## config.mk

```make
export PLATFORM = sky130hd
export DESIGN_NAME = serial2parallel_flat
export DESIGN_NICKNAME = d
export VERILOG_FILES = /design/src/rtl/serial2parallel_pkg.sv /design/src/rtl/serial2parallel_if.sv /design/src/rtl/serial2parallel_input_stage.sv /design/src/rtl/serial2parallel.sv /design/src/flat_wrapper.sv
export SDC_FILE = /design/constraint.sdc
export NUM_CORES = 1
export LEC_CHECK = 0
export BUFFER_PORTS_ARGS = -buffer_cell sky130_fd_sc_hd__buf_2
export CAP_MARGIN = 20
export CORE_ASPECT_RATIO = 0.5
export CORE_UTILIZATION = 45
export DETAILED_ROUTE_END_ITERATION = 7
export PLACE_DENSITY = 0.6
export SLEW_MARGIN = 20
export SYNTH_ARGS = -nofsm -noshare
export SYNTH_HDL_FRONTEND = slang
export SYNTH_SLANG_ARGS = --single-unit
```

## constraint.sdc

```tcl
create_clock -name clk -period 3.45 [get_ports clk]
set_input_delay 0.1725 -clock clk [delete_from_list [all_inputs] [get_ports clk]]
set_output_delay 0.1725 -clock clk [all_outputs]
set_load 0.02 [all_outputs]
```

## src/rtl/serial2parallel_pkg.sv

```systemverilog
// Shared definitions for the serial-to-parallel receiver: FSM states, endian
// selectors and the width helper used to size the internal counters.
package serial2parallel_pkg;

  typedef enum logic [1:0] {
    S_IDLE = 2'd0,
    S_RECV = 2'd1,
    S_DONE = 2'd2
  } s2p_state_e;

  localparam int unsigned ENDIAN_LITTLE = 32'd0;
  localparam int unsigned ENDIAN_BIG    = 32'd1;

  // Number of bits needed to hold 'value' (at least one).
  function automatic int unsigned get_width(input int unsigned value);
    int unsigned w;
    w = 32'd1;
    for (int i = 1; i < 32; i++) begin
      if ((value >> i) != 32'd0) begin
        w = i + 1;
      end
    end
    return w;
  endfunction

endpackage

```

## src/rtl/serial2parallel_if.sv

```systemverilog
// Bundle of the three-wire serial link inputs and the parallel word outputs.
// The master side drives the serial lines; the slave side is the receiver.
interface serial2parallel_if #(
  parameter int unsigned DATA_BITS = 32
);

  logic                 s_clk;
  logic                 s_clr;
  logic                 s_dat;
  logic [DATA_BITS-1:0] data;
  logic                 valid;
  logic                 busy;
  logic                 error;

  modport master (
    output s_clk, s_clr, s_dat,
    input  data, valid, busy, error
  );

  modport slave (
    input  s_clk, s_clr, s_dat,
    output data, valid, busy, error
  );

endinterface

```

## src/rtl/serial2parallel_input_stage.sv

```systemverilog
// Input capture for the serial link: a register chain per line plus s_clk edge
// detection. S2P_INPUT_SYNC_EN selects a two-flop synchronizer instead of one flop.
module s2p_input_stage (
  input  logic clk,
  input  logic rst,
  input  logic s_clk_i,
  input  logic s_clr_i,
  input  logic s_dat_i,
  output logic s_clr_o,
  output logic s_dat_o,
  output logic rise_o
);

`ifdef S2P_INPUT_SYNC_EN
  localparam int DEPTH = 2;
`else
  localparam int DEPTH = 1;
`endif

  // Each chain entry carries {s_clk, s_clr, s_dat}.
  logic [2:0] chain_q [DEPTH];
  logic [2:0] chain_d [DEPTH];
  logic       prev_q;
  logic       prev_d;

  // Next value of every stage and of the previous-s_clk flop.
  always_comb begin
    chain_d[0] = {s_clk_i, s_clr_i, s_dat_i};
    for (int i = 1; i < DEPTH; i++) begin
      chain_d[i] = chain_q[i-1];
    end
    prev_d = chain_q[DEPTH-1][2];
  end

  // Input chain and previous-s_clk registers.
  always_ff @(posedge clk or negedge rst) begin
    if (!rst) begin
      for (int i = 0; i < DEPTH; i++) begin
        chain_q[i] <= 3'b000;
      end
      prev_q <= 1'b0;
    end else begin
      chain_q <= chain_d;
      prev_q  <= prev_d;
    end
  end

  assign s_clr_o = chain_q[DEPTH-1][1];
  assign s_dat_o = chain_q[DEPTH-1][0];
  assign rise_o  = chain_q[DEPTH-1][2] & ~prev_q;

endmodule

```

## src/rtl/serial2parallel.sv

```systemverilog
// Receiver for the three-wire serial link: oversamples s_clk/s_clr/s_dat, shifts
// in DATA_BITS bits per frame and presents the word with a one-cycle valid pulse.
module serial2parallel
  import serial2parallel_pkg::*;
#(
  parameter int unsigned DATA_BITS      = 32,
  parameter int unsigned CODE_ENDIAN    = 0,
  parameter int unsigned TIMEOUT_CYCLES = 1024
) (
  input logic               clk,
  input logic               rst,
  serial2parallel_if.slave  bus
);

  localparam int unsigned CNT_W = get_width(DATA_BITS - 1);
  localparam int unsigned TMO_W = get_width(TIMEOUT_CYCLES - 1);

  localparam logic [CNT_W-1:0] CNT_ZERO = {CNT_W{1'b0}};
  localparam logic [CNT_W-1:0] CNT_ONE  = CNT_W'(1'b1);
  localparam logic [CNT_W-1:0] CNT_LAST = CNT_W'(DATA_BITS - 1);
  localparam logic [TMO_W-1:0] TMO_ZERO = {TMO_W{1'b0}};
  localparam logic [TMO_W-1:0] TMO_ONE  = TMO_W'(1'b1);
  localparam logic [TMO_W-1:0] TMO_LAST = TMO_W'(TIMEOUT_CYCLES - 1);
  localparam logic [DATA_BITS-1:0] WORD_ZERO = {DATA_BITS{1'b0}};

  logic clr_s;
  logic dat_s;
  logic rise_s;

  s2p_input_stage u_input_stage (
    .clk     (clk),
    .rst     (rst),
    .s_clk_i (bus.s_clk),
    .s_clr_i (bus.s_clr),
    .s_dat_i (bus.s_dat),
    .s_clr_o (clr_s),
    .s_dat_o (dat_s),
    .rise_o  (rise_s)
  );

  s2p_state_e           state_q, state_d;
  logic [DATA_BITS-1:0] shift_q, shift_d;
  logic [CNT_W-1:0]     cnt_q,   cnt_d;
  logic [TMO_W-1:0]     tmo_q,   tmo_d;
  logic [DATA_BITS-1:0] data_q,  data_d;
  logic                 valid_q, valid_d;
  logic                 busy_q,  busy_d;
  logic                 error_q, error_d;

  // Little-endian shifts right with the new bit at the MSB, so the first bit
  // lands in bit 0; big-endian shifts left so the first bit ends at the MSB.
  function automatic logic [DATA_BITS-1:0] shift_in(
    input logic [DATA_BITS-1:0] cur,
    input logic                 bit_in
  );
    if (CODE_ENDIAN == ENDIAN_BIG) begin
      return {cur[DATA_BITS-2:0], bit_in};
    end else begin
      return {bit_in, cur[DATA_BITS-1:1]};
    end
  endfunction

  // Frame FSM: next state, shift/count/timeout updates and output values.
  always_comb begin
    state_d = state_q;
    shift_d = shift_q;
    cnt_d   = cnt_q;
    tmo_d   = tmo_q;
    data_d  = data_q;
    valid_d = 1'b0;
    error_d = 1'b0;

    case (state_q)
      S_IDLE: begin
        if (clr_s) begin
          state_d = S_RECV;
          shift_d = WORD_ZERO;
          cnt_d   = CNT_ZERO;
          tmo_d   = TMO_ZERO;
        end else begin
          state_d = S_IDLE;
        end
      end

      S_RECV: begin
        if (clr_s) begin
          // Clear beats a simultaneous edge; a clear after some bits is an abort.
          shift_d = WORD_ZERO;
          cnt_d   = CNT_ZERO;
          tmo_d   = TMO_ZERO;
          if (cnt_q != CNT_ZERO) begin
            error_d = 1'b1;
          end else begin
            error_d = 1'b0;
          end
        end else if (rise_s) begin
          shift_d = shift_in(shift_q, dat_s);
          tmo_d   = TMO_ZERO;
          if (cnt_q == CNT_LAST) begin
            cnt_d   = CNT_ZERO;
            state_d = S_DONE;
          end else begin
            cnt_d   = cnt_q + CNT_ONE;
          end
        end else if (tmo_q == TMO_LAST) begin
          error_d = 1'b1;
          state_d = S_IDLE;
          cnt_d   = CNT_ZERO;
          tmo_d   = TMO_ZERO;
        end else begin
          tmo_d   = tmo_q + TMO_ONE;
        end
      end

      S_DONE: begin
        data_d  = shift_q;
        valid_d = 1'b1;
        state_d = S_IDLE;
      end

      default: begin
        state_d = S_IDLE;
        shift_d = WORD_ZERO;
        cnt_d   = CNT_ZERO;
        tmo_d   = TMO_ZERO;
      end
    endcase

    busy_d = (state_d == S_RECV);
  end

  // State, datapath and registered output flops.
  always_ff @(posedge clk or negedge rst) begin
    if (!rst) begin
      state_q <= S_IDLE;
      shift_q <= WORD_ZERO;
      cnt_q   <= CNT_ZERO;
      tmo_q   <= TMO_ZERO;
      data_q  <= WORD_ZERO;
      valid_q <= 1'b0;
      busy_q  <= 1'b0;
      error_q <= 1'b0;
    end else begin
      state_q <= state_d;
      shift_q <= shift_d;
      cnt_q   <= cnt_d;
      tmo_q   <= tmo_d;
      data_q  <= data_d;
      valid_q <= valid_d;
      busy_q  <= busy_d;
      error_q <= error_d;
    end
  end

  assign bus.data  = data_q;
  assign bus.valid = valid_q;
  assign bus.busy  = busy_q;
  assign bus.error = error_q;

endmodule
```

## src/flat_wrapper.sv

```systemverilog
// flat-port wrapper written by rule: the top's interface ports become plain ports
module serial2parallel_flat import serial2parallel_pkg::*;
#(
  parameter int unsigned DATA_BITS      = 32,
  parameter int unsigned CODE_ENDIAN    = 0,
  parameter int unsigned TIMEOUT_CYCLES = 1024
)
  (clk, rst, bus_s_clk, bus_s_clr, bus_s_dat, bus_data, bus_valid, bus_busy, bus_error);
  serial2parallel_if #(.DATA_BITS(DATA_BITS)) bus_i ();
  input logic clk;
  input logic rst;
  input wire logic [$bits(bus_i.s_clk)-1:0] bus_s_clk;
  input wire logic [$bits(bus_i.s_clr)-1:0] bus_s_clr;
  input wire logic [$bits(bus_i.s_dat)-1:0] bus_s_dat;
  output wire logic [$bits(bus_i.data)-1:0] bus_data;
  output wire logic [$bits(bus_i.valid)-1:0] bus_valid;
  output wire logic [$bits(bus_i.busy)-1:0] bus_busy;
  output wire logic [$bits(bus_i.error)-1:0] bus_error;
  assign bus_i.s_clk = bus_s_clk;
  assign bus_i.s_clr = bus_s_clr;
  assign bus_i.s_dat = bus_s_dat;
  assign bus_data = bus_i.data;
  assign bus_valid = bus_i.valid;
  assign bus_busy = bus_i.busy;
  assign bus_error = bus_i.error;
  serial2parallel #(.DATA_BITS(DATA_BITS), .CODE_ENDIAN(CODE_ENDIAN), .TIMEOUT_CYCLES(TIMEOUT_CYCLES)) u_core (.clk(clk), .rst(rst), .bus(bus_i));
endmodule
```

==> summary.txt, run 1 <==
Global routing
  – First-pass GRT wire length: ~10000 um
  – Number of global-route vias before repair: between 2000 and 2500
  – Largest net degree at the start of global routing: between 60 and 70
  – Tot GR Track Use: 16.8%
  – Total gr overflow: 0
  – Initial antenna violation count: 0

Synthesis
  – Post-synthesis cell area: between 3000 and 4000 um^2
  – Synth Register Bits: 88
  – Synth Area per Inst: around 14 um^2
  – Top_reg_cell synth: dfrtp_1
  – Post-synthesis sequential area ratio: around 62%
  – Async set or reset register ratio after synthesis: 100%
  – Number of synthesized flops with an enable pin: 0
  – Syn nets: between 200 and 300
  – Yosys cell types: 42
  – Post-Synthesis Cells: approximately 250
  – Syn. warnings: 0

Finish
  – # diodes: 0
  – Finished Layout Cells: between 400 and 500
  – Ratio of cells with drive above 1 in the final layout: 33.1%
  – Fill cell count: between 600 and 700
  – Layout area overhead: 16.4%
  – Nets: slightly below 300

Clock network
  – CTS buffer count: 9
  – Worst-path clk slew: ~0.060 ns
  – TritonCTS Sinks: 88
  – CTS Root Cell: clkbuf_16
  – Worst-skew pair later-pin latency: 0.34 ns
  – Clock H-tree levels: 3
  – CTS tree: yes
  – Clk buf depth: 2
  – Post-CTS setup buffer count: 0

Detailed routing
  – Via count: between 2000 and 2500
  – WL final: just over 6000 um
  – WL/cell: 15.1 um
  – Met3 Wirelength: 239 um
  – DRT Pass-1 Iters: 4
  – Post-route DRC: 0
  – Vias per inst: 5.21
  – DR WL met2: roughly 2800 um
  – Final antenna-violating net count: 0
  – Wl on met1: 2920 um
  – Uppermost routed layer: met4
  – DR iter-0 viols: 80

Timing
  – Max Clock Skew: between 0.006 and 0.007 ns
  – Min Clock Period, post-route: about 2.2 ns
  – Worst Tran Pin Value: 0.872 ns
  – RSZ-0062 raised after global routing: no
  – Max Clk Rate: 455 MHz
  – Final Cycle Share: between 60% and 70%
  – Setup TNS: 0 ns
  – Final slew viol count: 0
  – Fin. Hold Viols: 0
  – Max-slew headroom: 41.9%
  – # setup viols final: 0

Floorplan
  – Die width: ~130 um
  – Initial core utilization: between 40% and 50%
  – Die area: a little over 8000 um^2
  – Placement row count: 22
  – Top-Level Pins: 40
  – Die Height: roughly 65 um
  – CORE AREA: ~7500 um^2

Worst setup path
  – CP Cell Sequence: or3b_4 -> nor2_4 -> and4b_1 -> a211o_1
  – Critical Path End: u_core.cnt_q[2]
  – Crit. End Element: flop
  – Crit start category: flop
  – WP data arrival: 2.47 ns
  – Slowest stage cell, crit path: nor2_4
  – Worst-path fanout max: 38
  – Flop-to-flop setup slack: 1.25 ns
  – WP data required: roughly 3.7 ns
  – CP max stage delay: between 0.6 and 0.7 ns
  – Crit path launch: u_core.state_q[0]
  – Reg-to-Reg End: u_core.cnt_q[2]
  – Crit path kind: reg -> reg
  – RR Startpoint: u_core.state_q[0]
  – Number of cells on the worst reg-to-reg path: 4

Power and ir drop
  – Clock power frac: between 40% and 50%
  – Worst VDD drop: between 200 and 300 uV
  – Pwr Density: around 500 nW/um^2
  – Comb pwr share: under 10%
  – P_leak: 2.11 nW
  – P_int: between 1.5 and 2 mW
  – Sw frac: 21.0%
  – Share of power burned in registers: 50.4%
  – Tot Pwr: 2.08 mW
  – P_sw: roughly 0.44 mW

Placement
  – GPL Wtd Cong: roughly 0.76
  – DPL Wire Length: approximately 3900 um
  – IO Port Bufs: 39
  – DP Cell Count: 381

Job
  – MaxCap Viol Count: 0

Status
  – Status: finished, final reports clean

Min path
  – Hold WC Path Type: reg -> reg
## critical path, delay by kind of cell (launching register included)
kind               cells  cell delay, ns
AOI/OAI and AO/OA      1            0.09
and+or+nand+nor        3            1.46
DFF                    1            0.58
## flip-flops by register name, summed over array words and instances, names as in the netlist
| register | cells |
|---|---|
| u_core.bus.busy | 1 |
| u_core.bus.data | 32 |
| u_core.bus.error | 1 |
| u_core.bus.valid | 1 |
| u_core.cnt_q | 5 |
| u_core.shift_q | 32 |
| u_core.state_q | 2 |
| u_core.tmo_q | 10 |
| u_core.u_input_stage.chain_q | 3 |
| u_core.u_input_stage.prev_q | 1 |
## power by group through the flow
stage	clock [mW]	sequential, mW	combinational, mW
after detailed placement	0	1.06	0.0669
final	0.961	1.05	0.0682
after CTS	0.982	1.05	0.0712
after floorplan	0	1.06	0.0414
after global placement	0	1.06	0.0647
after global routing	1.03	1.05	0.0778
## through the flow
step	hold slack, ns	setup slack (ns)	instance area (um^2)	utilization (%)
detailed placement	0.286	1.27	3780	50.7
CTS	0.407	1.22	4120	55.2
finish	0.399	1.25	4120	55.2
global placement	0.280	1.35	3780	50.7
floorplan	-0.123	1.93	3540	-
global route	0.426	1.12	4120	55.2
## cell usage in the layout, fill, tap and decap left out, drive strengths merged, types with 4 or more instances in the layout
master / instances
a22o: 33
nand2: 6
clkbuf: 12
dfrtp: 88
buf: 41
o211ai: 4
ha: 4
inv: 6
mux2: 32
xor2: 5
nand4: 4
dlygate4sd3: 4
nor2: 10
o21ai: 8
## worst min path at each step
stage | startpoint | slack [ns] | cells past startpoint | to
after floorplan | rst | -0.12 | 0 | u_core.bus.busy
after global placement | bus_s_clr | 0.28 | 1 | u_core.u_input_stage.chain_q[1]
after detailed placement | bus_s_clk | 0.29 | 1 | u_core.u_input_stage.chain_q[2]
after CTS | u_core.u_input_stage.chain_q[2] | 0.41 | 0 | u_core.u_input_stage.prev_q
after global routing | u_core.u_input_stage.chain_q[2] | 0.43 | 0 | u_core.u_input_stage.prev_q
final | u_core.u_input_stage.chain_q[2] | 0.40 | 0 | u_core.u_input_stage.prev_q
## cells by family (layout without fill, tap and decap cells)
family,count (synthesis),after routing,synth area share [%]
AOI/OAI and AO/OA,56,56,13.6
xor gates and xnor gates,6,6,1.49
adders and majority gates,4,4,1.41
buffers and inverters,19,67,3.64
DFF,88,88,62.3
muxes,32,32,10.2
and+or+nand+nor,40,40,7.39
## layout make-up
| class | instances | area (um^2) | share of cell area (%) |
|---|---|---|---|
| Tap cell | 108 | 135 | 3.28 |
| Clock inverter | 4 | 53.8 | 1.31 |
| Inverter | 6 | 22.5 | 0.547 |
| Sequential cell | 88 | 2200 | 53.5 |
| Timing Repair Buffer | 45 | 253 | 6.14 |
| Multi-Input combinational cell | 138 | 1210 | 29.3 |
| Clock buffer | 12 | 246 | 5.98 |
## cell usage after synthesis, types with 3 or more instances
| cell | number | area share, % |
|---|---|---|
| dfrtp_1 | 88 | 62 |
| a22o_1 | 33 | 8.2 |
| mux2_2 | 32 | 10 |
| nor2_1 | 8 | 0.85 |
| buf_6 | 7 | 2.2 |
| o21ai_0 | 7 | 0.99 |
| inv_1 | 6 | 0.64 |
| nand2_1 | 5 | 0.53 |
| xor2_1 | 5 | 1.2 |
| buf_2 | 4 | 0.57 |
| ha_1 | 4 | 1.4 |
| o211ai_1 | 4 | 0.85 |
| nand4_1 | 3 | 0.53 |
## layer usage
metal | vias to the layer above | GRT usage [%]
met5 | - | 0
met4 | 0 | 5.65
met3 | 9 | 6.03
met2 | 30 | 27.5
met1 | 1056 | 21.0
li1 | 996 | -
## timing repair
item / 4_1_cts / 5_1_grt
hold buffers: 4 / 0
endpoints found under the hold margin: 65 / 0
resized for setup: 0 / 0
(Power assumes the default switching activity.)
==> inputs of run 2 (changes only) <==
--- a/config.mk
+++ b/config.mk
@@ -10,7 +10,7 @@
 export CORE_ASPECT_RATIO = 0.5
 export CORE_UTILIZATION = 45
 export DETAILED_ROUTE_END_ITERATION = 7
-export PLACE_DENSITY = 0.6
+export PLACE_DENSITY = 0.62
 export SLEW_MARGIN = 20
 export SYNTH_ARGS = -nofsm -noshare
 export SYNTH_HDL_FRONTEND = slang
==> constraint.sdc (replaced) <==
create_clock -name clk -period 1.9 [get_ports clk]
set_input_delay 0.095 -clock clk [delete_from_list [all_inputs] [get_ports clk]]
set_output_delay 0.095 -clock clk [all_outputs]
set_load 0.02 [all_outputs]
==> run 2 against run 1 <==
Net effect: final area up 1.7%; clock-buffer cell count is 2 lower; critical path depth is 1 higher; global-route usage rose by 0.30 points; non-clock buffer count grew 4; register-to-register slack got worse by 0.99 ns; clock skew decreased by 0.00090 ns; first-iteration DRC count rose by 16%; largest cell class unchanged; highest routed layer unchanged.
==> summary.txt, run 2 (synthesis gave the netlist of run 1 again) <==
Detailed routing
  – DR iter-0 viols: 93 (+16%)
  – Final antenna-violating net count: 0 (unchanged)
  – WL/cell: 14.9 um (-1.5%)
  – Vias per inst: 5.25 (+0.76%)
  – Via count: 2128 (+1.8%)
  – Post-route DRC: 0 (unchanged)
  – DRT Pass-1 Iters: 4 (unchanged)
  – WL final: 6020 um (-0.55%)

Floorplan
  – Die area: 8240 um^2 (unchanged)
  – Placement row count: 22 (unchanged)
  – Die Height: 64.7 um (unchanged)
  – Initial core utilization: 47.4% (unchanged)
  – CORE AREA: 7460 um^2 (unchanged)
  – Top-Level Pins: 40 (unchanged)
  – Die width: 127 um (unchanged)

Global routing
  – Initial antenna violation count: 0 (unchanged)
  – Most Used Layer, Global Route: met2
  – First-pass GRT wire length: 10600 um (+1.4%)
  – M2 GR Usage: 26.6% (-0.96 points)
  – Met1 GRT Util: 22.3% (+1.3 points)
  – Largest net degree at the start of global routing: 85 (+33%)
  – Tot GR Track Use: 17.2% (+0.30 points)
  – GR Util met3: 5.20% (-0.83 points)
  – Total gr overflow: 0 (unchanged)
  – Number of global-route vias before repair: 2163 (-0.092%)

Placement
  – IO Port Bufs: 39 (unchanged)
  – DP Cell Count: 385 (+1.0%)
  – GPL Wtd Cong: 0.739 (-3.0%)
  – DPL Wire Length: 3790 um (-2.7%)
  – Pre-CTS setup slack: 0.264 ns (-1.01 ns)

Finish
  – Layout area overhead: 18.4%
  – Commonest non-fill, non-tap cell in the layout: dfrtp_1
  – Area occupied by multi-input gates: 1210 um^2 (+0.21%)
  – Finished Layout Cells: 405 (+1.0%)
  – Fin util: 56.2% (+0.94 points)
  – Register area: 2200 um^2 (unchanged)
  – # diodes: 0 (unchanged)
  – Ratio of cells with drive above 1 in the final layout: 35.0% (+1.9 points)
  – Nets: 301 (+1.3%)
  – Most frequent cells in the layout: 88 x dfrtp_1, 38 x buf_2, 33 x a22o_1
  – Fill cell count: 619 (-1.1%)

Timing
  – Final Cycle Share: 86.3% (+23 points)
  – Max-slew headroom: 69.5% (+28 points)
  – Setup slack after layout: 0.260 ns (-0.994 ns)
  – Worst Tran Pin Value: 0.455 ns (-0.416 ns)
  – Hold_ws: 0.0973 ns (-0.301 ns)
  – Final slew viol count: 0 (unchanged)
  – Setup TNS: 0 ns (unchanged)
  – Fin. Hold Viols: 0 (unchanged)
  – Max Clock Skew: 0.00539 ns (-0.000897 ns)
  – Min Clock Period, post-route: 1.64 ns (-0.556 ns)
  – RSZ-0062 raised after global routing: no
  – Max Clk Rate: 610 MHz (+34%)
  – # setup viols final: 0 (unchanged)

Worst setup path
  – Worst-path fanout max: 7 (-82%)
  – CP Cell Sequence: ha_1 -> and3_1 -> nand4_4 -> a21o_1 -> a211o_1
  – Slowest stage cell, crit path: dfrtp_1
  – CP max stage delay: 0.40 ns (-0.26 ns)
  – Crit start category: flop
  – RR Startpoint: u_core.tmo_q[0]
  – WP data arrival: 1.86 ns (-0.61 ns)
  – Worst path bufs/invs: 0 (unchanged)
  – Crit path launch: u_core.tmo_q[0]
  – Crit. End Element: flop
  – WP data required: 2.12 ns (-1.61 ns)
  – Crit path kind: reg -> reg
  – Crit-path leading delay family: compound AO/OA/AOI/OAI gates

Clock network
  – Worst-skew pair later-pin latency: 0.34 ns (about the same)
  – TritonCTS Sinks: 88 (unchanged)
  – Worst-path clk slew: 0.06 ns (about the same)
  – CTS Root Cell: clkbuf_16
  – Post-CTS setup buffer count: 0 (unchanged)
  – CTS tree: yes
  – Clock H-tree levels: 3 (unchanged)
  – CTS buffer count: 9 (unchanged)
  – Clk buf depth: 2 (unchanged)

Status
  – Status: finished, final reports clean

Min path
  – Hold WC Path Type: in -> async

Power and ir drop
  – P_leak: 2.15 nW (+1.5%)
  – Pwr Density: 887 nW/um^2 (+76%)
  – Worst VDD drop: 384 uV (+39%)

Job
  – MaxCap Viol Count: 0 (unchanged)
## run 2: changes by cell type in the layout (fill, tap and decap cells not counted)
cell / previous run / this run
clkbuf_1: 2 / 0
nand2b_1: 2 / 1
clkinv_4: 1 / 0
buf_12: 0 / 4
bufinv_16: 1 / 0
nand2b_2: 0 / 1
inv_6: 0 / 3
clkinvlp_4: 2 / 3
## run 2: repair_timing
item | in CTS | in global routing
resized for setup | 0 | 0
hold buffers | 4 | 0
endpoints found under the hold margin | 91 | 0
## run 2: power breakdown
part / switching [mW] / internal (mW)
clock: 0.742 / 0.935
combinational: 0.0936 / 0.0460
sequential: 0.0100 / 1.89
total: 0.846 / 2.87
## run 2: worst paths after layout
check / end / slack (ns) / cells after the start
min: u_core.u_input_stage.chain_q[1] / 0.1 / 2
max: u_core.cnt_q[2] / 0.26 / 5
min reg2reg: u_core.u_input_stage.prev_q / 0.43 / 0
max in group asynchronous: u_core.bus.data[5] / 1.19 / 3
max reg2reg: u_core.cnt_q[2] / 0.26 / 5
min in group clk: u_core.u_input_stage.chain_q[0] / 0.41 / 2
## run 2: layout make-up
type	instances	area share (%)
well taps	108	3.23
multi-input cells	138	28.9
inverters	6	0.538
repair buffers	49	7.95
clock buffers	10	5.70
flip-flops and latches	88	52.6
clock inverters	6	1.16
## run 2: per-stage QoR
step                      power, mW  instance area [um^2]
after floorplan                2.01                  3540
final                          3.71                  4190
after CTS                      3.77                  4190
after global routing           3.86                  4190
after detailed placement       2.07                  3860
after global placement         2.07                  3860
## run 2: worst reg2reg max path, cell delays in order, from the launching register on
cell,delay [ns]
dfrtp_1,0.40
ha_1,0.17
and3_1,0.27
nand4_4,0.19
a21o_1,0.22
a211o_1,0.28
## run 2: routing by layer
layer  routed length [um]  vias to the layer above
met5                    0                        -
li1                     -                     1003
met1                 2900                     1084
met3                  217                       11
met2                 2800                       30
met4                   99                        0
==> inputs of run 3 (changes only) <==
--- a/config.mk
+++ b/config.mk
@@ -8,9 +8,10 @@
 export BUFFER_PORTS_ARGS = -buffer_cell sky130_fd_sc_hd__buf_2
 export CAP_MARGIN = 20
 export CORE_ASPECT_RATIO = 0.5
+export CORE_MARGIN = 2
 export CORE_UTILIZATION = 45
 export DETAILED_ROUTE_END_ITERATION = 7
-export PLACE_DENSITY = 0.62
+export PLACE_DENSITY = 0.6
 export SLEW_MARGIN = 20
 export SYNTH_ARGS = -nofsm -noshare
 export SYNTH_HDL_FRONTEND = slang
==> constraint.sdc (replaced) <==
create_clock -name clk -period 1.8 [get_ports clk]
set_input_delay 0.09 -clock clk [delete_from_list [all_inputs] [get_ports clk]]
set_output_delay 0.09 -clock clk [all_outputs]
set_load 0.02 [all_outputs]
==> run 3 against run 2 <==
Net effect: clock skew barely moved; wire length up 8.2%; total power grew 4.5%; combinational power up 9%; via count is 1.1% higher; worst setup slack got worse by 0.14 ns; critical path type unchanged; critical endpoint unchanged.
==> summary.txt, run 3 (synthesis gave the netlist of run 1 again) <==
Worst setup path
  – WP data required: 2.03 ns (-0.09 ns)
  – RR Startpoint: u_core.tmo_q[0]
  – Crit start category: flop
  – Number of cells on the worst reg-to-reg path: 5 (unchanged)
  – Flop-to-flop setup slack: 0.12 ns (-0.14 ns)
  – Reg-to-Reg End: u_core.cnt_q[2]
  – Crit path kind: reg -> reg
  – Crit. End Element: flop
  – WP data arrival: 1.90 ns (+0.04 ns)
  – Worst-path fanout max: 7 (unchanged)

Finish
  – Ratio of cells with drive above 1 in the final layout: 34.4% (-0.57 points)
  – # diodes: 0 (unchanged)
  – Fin util: 56.2% (about the same)
  – Fill cell count: 613 (-0.97%)
  – Area occupied by multi-input gates: 1210 um^2 (-0.21%)
  – Layout area overhead: 18.5% (about the same)
  – Nets: 303 (+0.66%)
  – Most frequent cells in the layout: 88 x dfrtp_1, 38 x buf_2, 33 x a22o_1
  – Commonest non-fill, non-tap cell in the layout: dfrtp_1
  – Register area: 2200 um^2 (unchanged)

Timing
  – # setup viols final: 0 (unchanged)
  – RSZ-0062 raised after global routing: no
  – Setup TNS: 0 ns (unchanged)
  – Final slew viol count: 0 (unchanged)
  – Fin. Hold Viols: 0 (unchanged)
  – Max Clk Rate: 596 MHz (-2.2%)
  – Final Cycle Share: 93.1% (+6.8 points)
  – Worst Tran Pin Value: 0.458 ns (+0.00292 ns)
  – Min Clock Period, post-route: 1.68 ns (+0.0368 ns)
  – Max-slew headroom: 69.4% (-0.082 points)
  – Max Clock Skew: 0.00548 ns (+0.0000961 ns)

Job
  – MaxCap Viol Count: 0 (unchanged)

Clock network
  – TritonCTS Sinks: 88 (unchanged)
  – Post-CTS setup buffer count: 0 (unchanged)
  – Clk buf depth: 2 (unchanged)
  – Clock H-tree levels: 3 (unchanged)
  – CTS buffer count: 9 (unchanged)
  – Post-CTS sizing: 0 (unchanged)
  – CTS tree: yes
  – CTS Root Cell: clkbuf_16
  – Worst-skew pair later-pin latency: 0.34 ns (about the same)
  – Hold_buf cts: 4 (unchanged)
  – Worst-path clk slew: 0.06 ns (about the same)

Min path
  – Hold WC Path Type: in -> async

Floorplan
  – Die area: 8630 um^2 (+4.7%)
  – Die width: 129 um (+1.6%)
  – Placement row count: 22 (unchanged)
  – Top-Level Pins: 40 (unchanged)
  – CORE AREA: 7460 um^2 (unchanged)
  – Die Height: 66.7 um (+3.1%)
  – Initial core utilization: 47.4% (unchanged)

Detailed routing
  – DR iter-0 viols: 130 (+40%)
  – Post-route DRC: 0 (unchanged)
  – WL final: 6510 um (+8.2%)
  – DRT Pass-1 Iters: 4 (unchanged)
  – Uppermost routed layer: met4
  – Via count: 2151 (+1.1%)
  – Final antenna-violating net count: 0 (unchanged)
  – DR WL met2: 2980 um (+6.5%)
  – Met3 Wirelength: 233 um (+7.4%)
  – Wl on met1: 3190 um (+10%)
  – Vias per inst: 5.29 (+0.58%)
  – WL/cell: 16.0 um (+7.6%)

Status
  – Status: finished, final reports clean

Global routing
  – Number of global-route vias before repair: 2103 (-2.8%)
  – First-pass GRT wire length: 10800 um (+2.5%)
  – Largest net degree at the start of global routing: 37 (-56%)
  – Tot GR Track Use: 17.0% (-0.17 points)
  – Total gr overflow: 0 (unchanged)
  – Initial antenna violation count: 0 (unchanged)

Placement
  – IO Port Bufs: 39 (unchanged)
  – DPL Wire Length: 4130 um (+9.0%)
  – GPL Wtd Cong: 0.787 (+6.6%)

Power and ir drop
  – P_leak: 2.16 nW (+0.45%)
  – Worst VDD drop: 434 uV (+13%)
  – Pwr Density: 926 nW/um^2 (+4.4%)
==> run 3: changes by cell type in the layout (fill, tap and decap cells not counted) <==
cell        previous run  this run
clkinvlp_4             3         1
inv_6                  3         0
nand2b_1               1         2
nand2b_2               1         0
buf_4                  3         5
clkbuf_1               0         2
clkinv_4               0         2
clkinv_2               0         1
==> run 3: worst max path at each step <==
stage	startpoint	endpoint	cells after the start
after floorplan	u_core.tmo_q[0]	u_core.cnt_q[2]	5
after global placement	u_core.tmo_q[0]	u_core.cnt_q[2]	5
after detailed placement	u_core.tmo_q[0]	u_core.cnt_q[2]	5
after CTS	u_core.tmo_q[0]	u_core.cnt_q[2]	5
after global routing	u_core.tmo_q[0]	u_core.cnt_q[2]	5
final	u_core.tmo_q[0]	u_core.cnt_q[2]	5
==> run 3: metrics by stage <==
step / area (um^2) / power, mW / setup slack (ns) / instances / hold WS, ns
after floorplan: 3540 / 2.12 / 0.281 / 245 / -0.206
after detailed placement: 3870 / 2.19 / 0.144 / 387 / 0.0760
final: 4190 / 3.88 / 0.123 / 407 / 0.243
after global routing: 4190 / 4.00 / 0.0356 / 407 / 0.279
after global placement: 3870 / 2.18 / 0.229 / 387 / 0.0662
after CTS: 4190 / 3.91 / 0.124 / 407 / 0.254
==> run 3: power by group <==
group	internal, mW	leakage, nW	switching, mW
Clock	0.976	0.133	0.749
Combinational	0.0501	0.816	0.101
Sequential	1.99	1.21	0.0110
==> run 3: final cells by class <==
class / count / share of cell area, %
clock buffers: 12 / 5.88
clock inverters: 4 / 0.717
inverters: 6 / 0.537
multi-input cells: 138 / 28.8
flip-flops and latches: 88 / 52.6
well taps: 108 / 3.22
repair buffers: 51 / 8.30
==> run 3: worst max-delay path, stage by stage, from the launching register on <==
cell and delay (ns):
dfrtp_1 0.40, ha_1 0.18, and3_1 0.29, nand4_4 0.19, a21o_1 0.22, a211o_1 0.28
==> run 3: metal layers <==
metal	vias up	track usage (%)
met3	8	6.27
li1	1000	-
met1	1115	22.0
met2	28	25.9
met4	0	7.20
met5	-	0
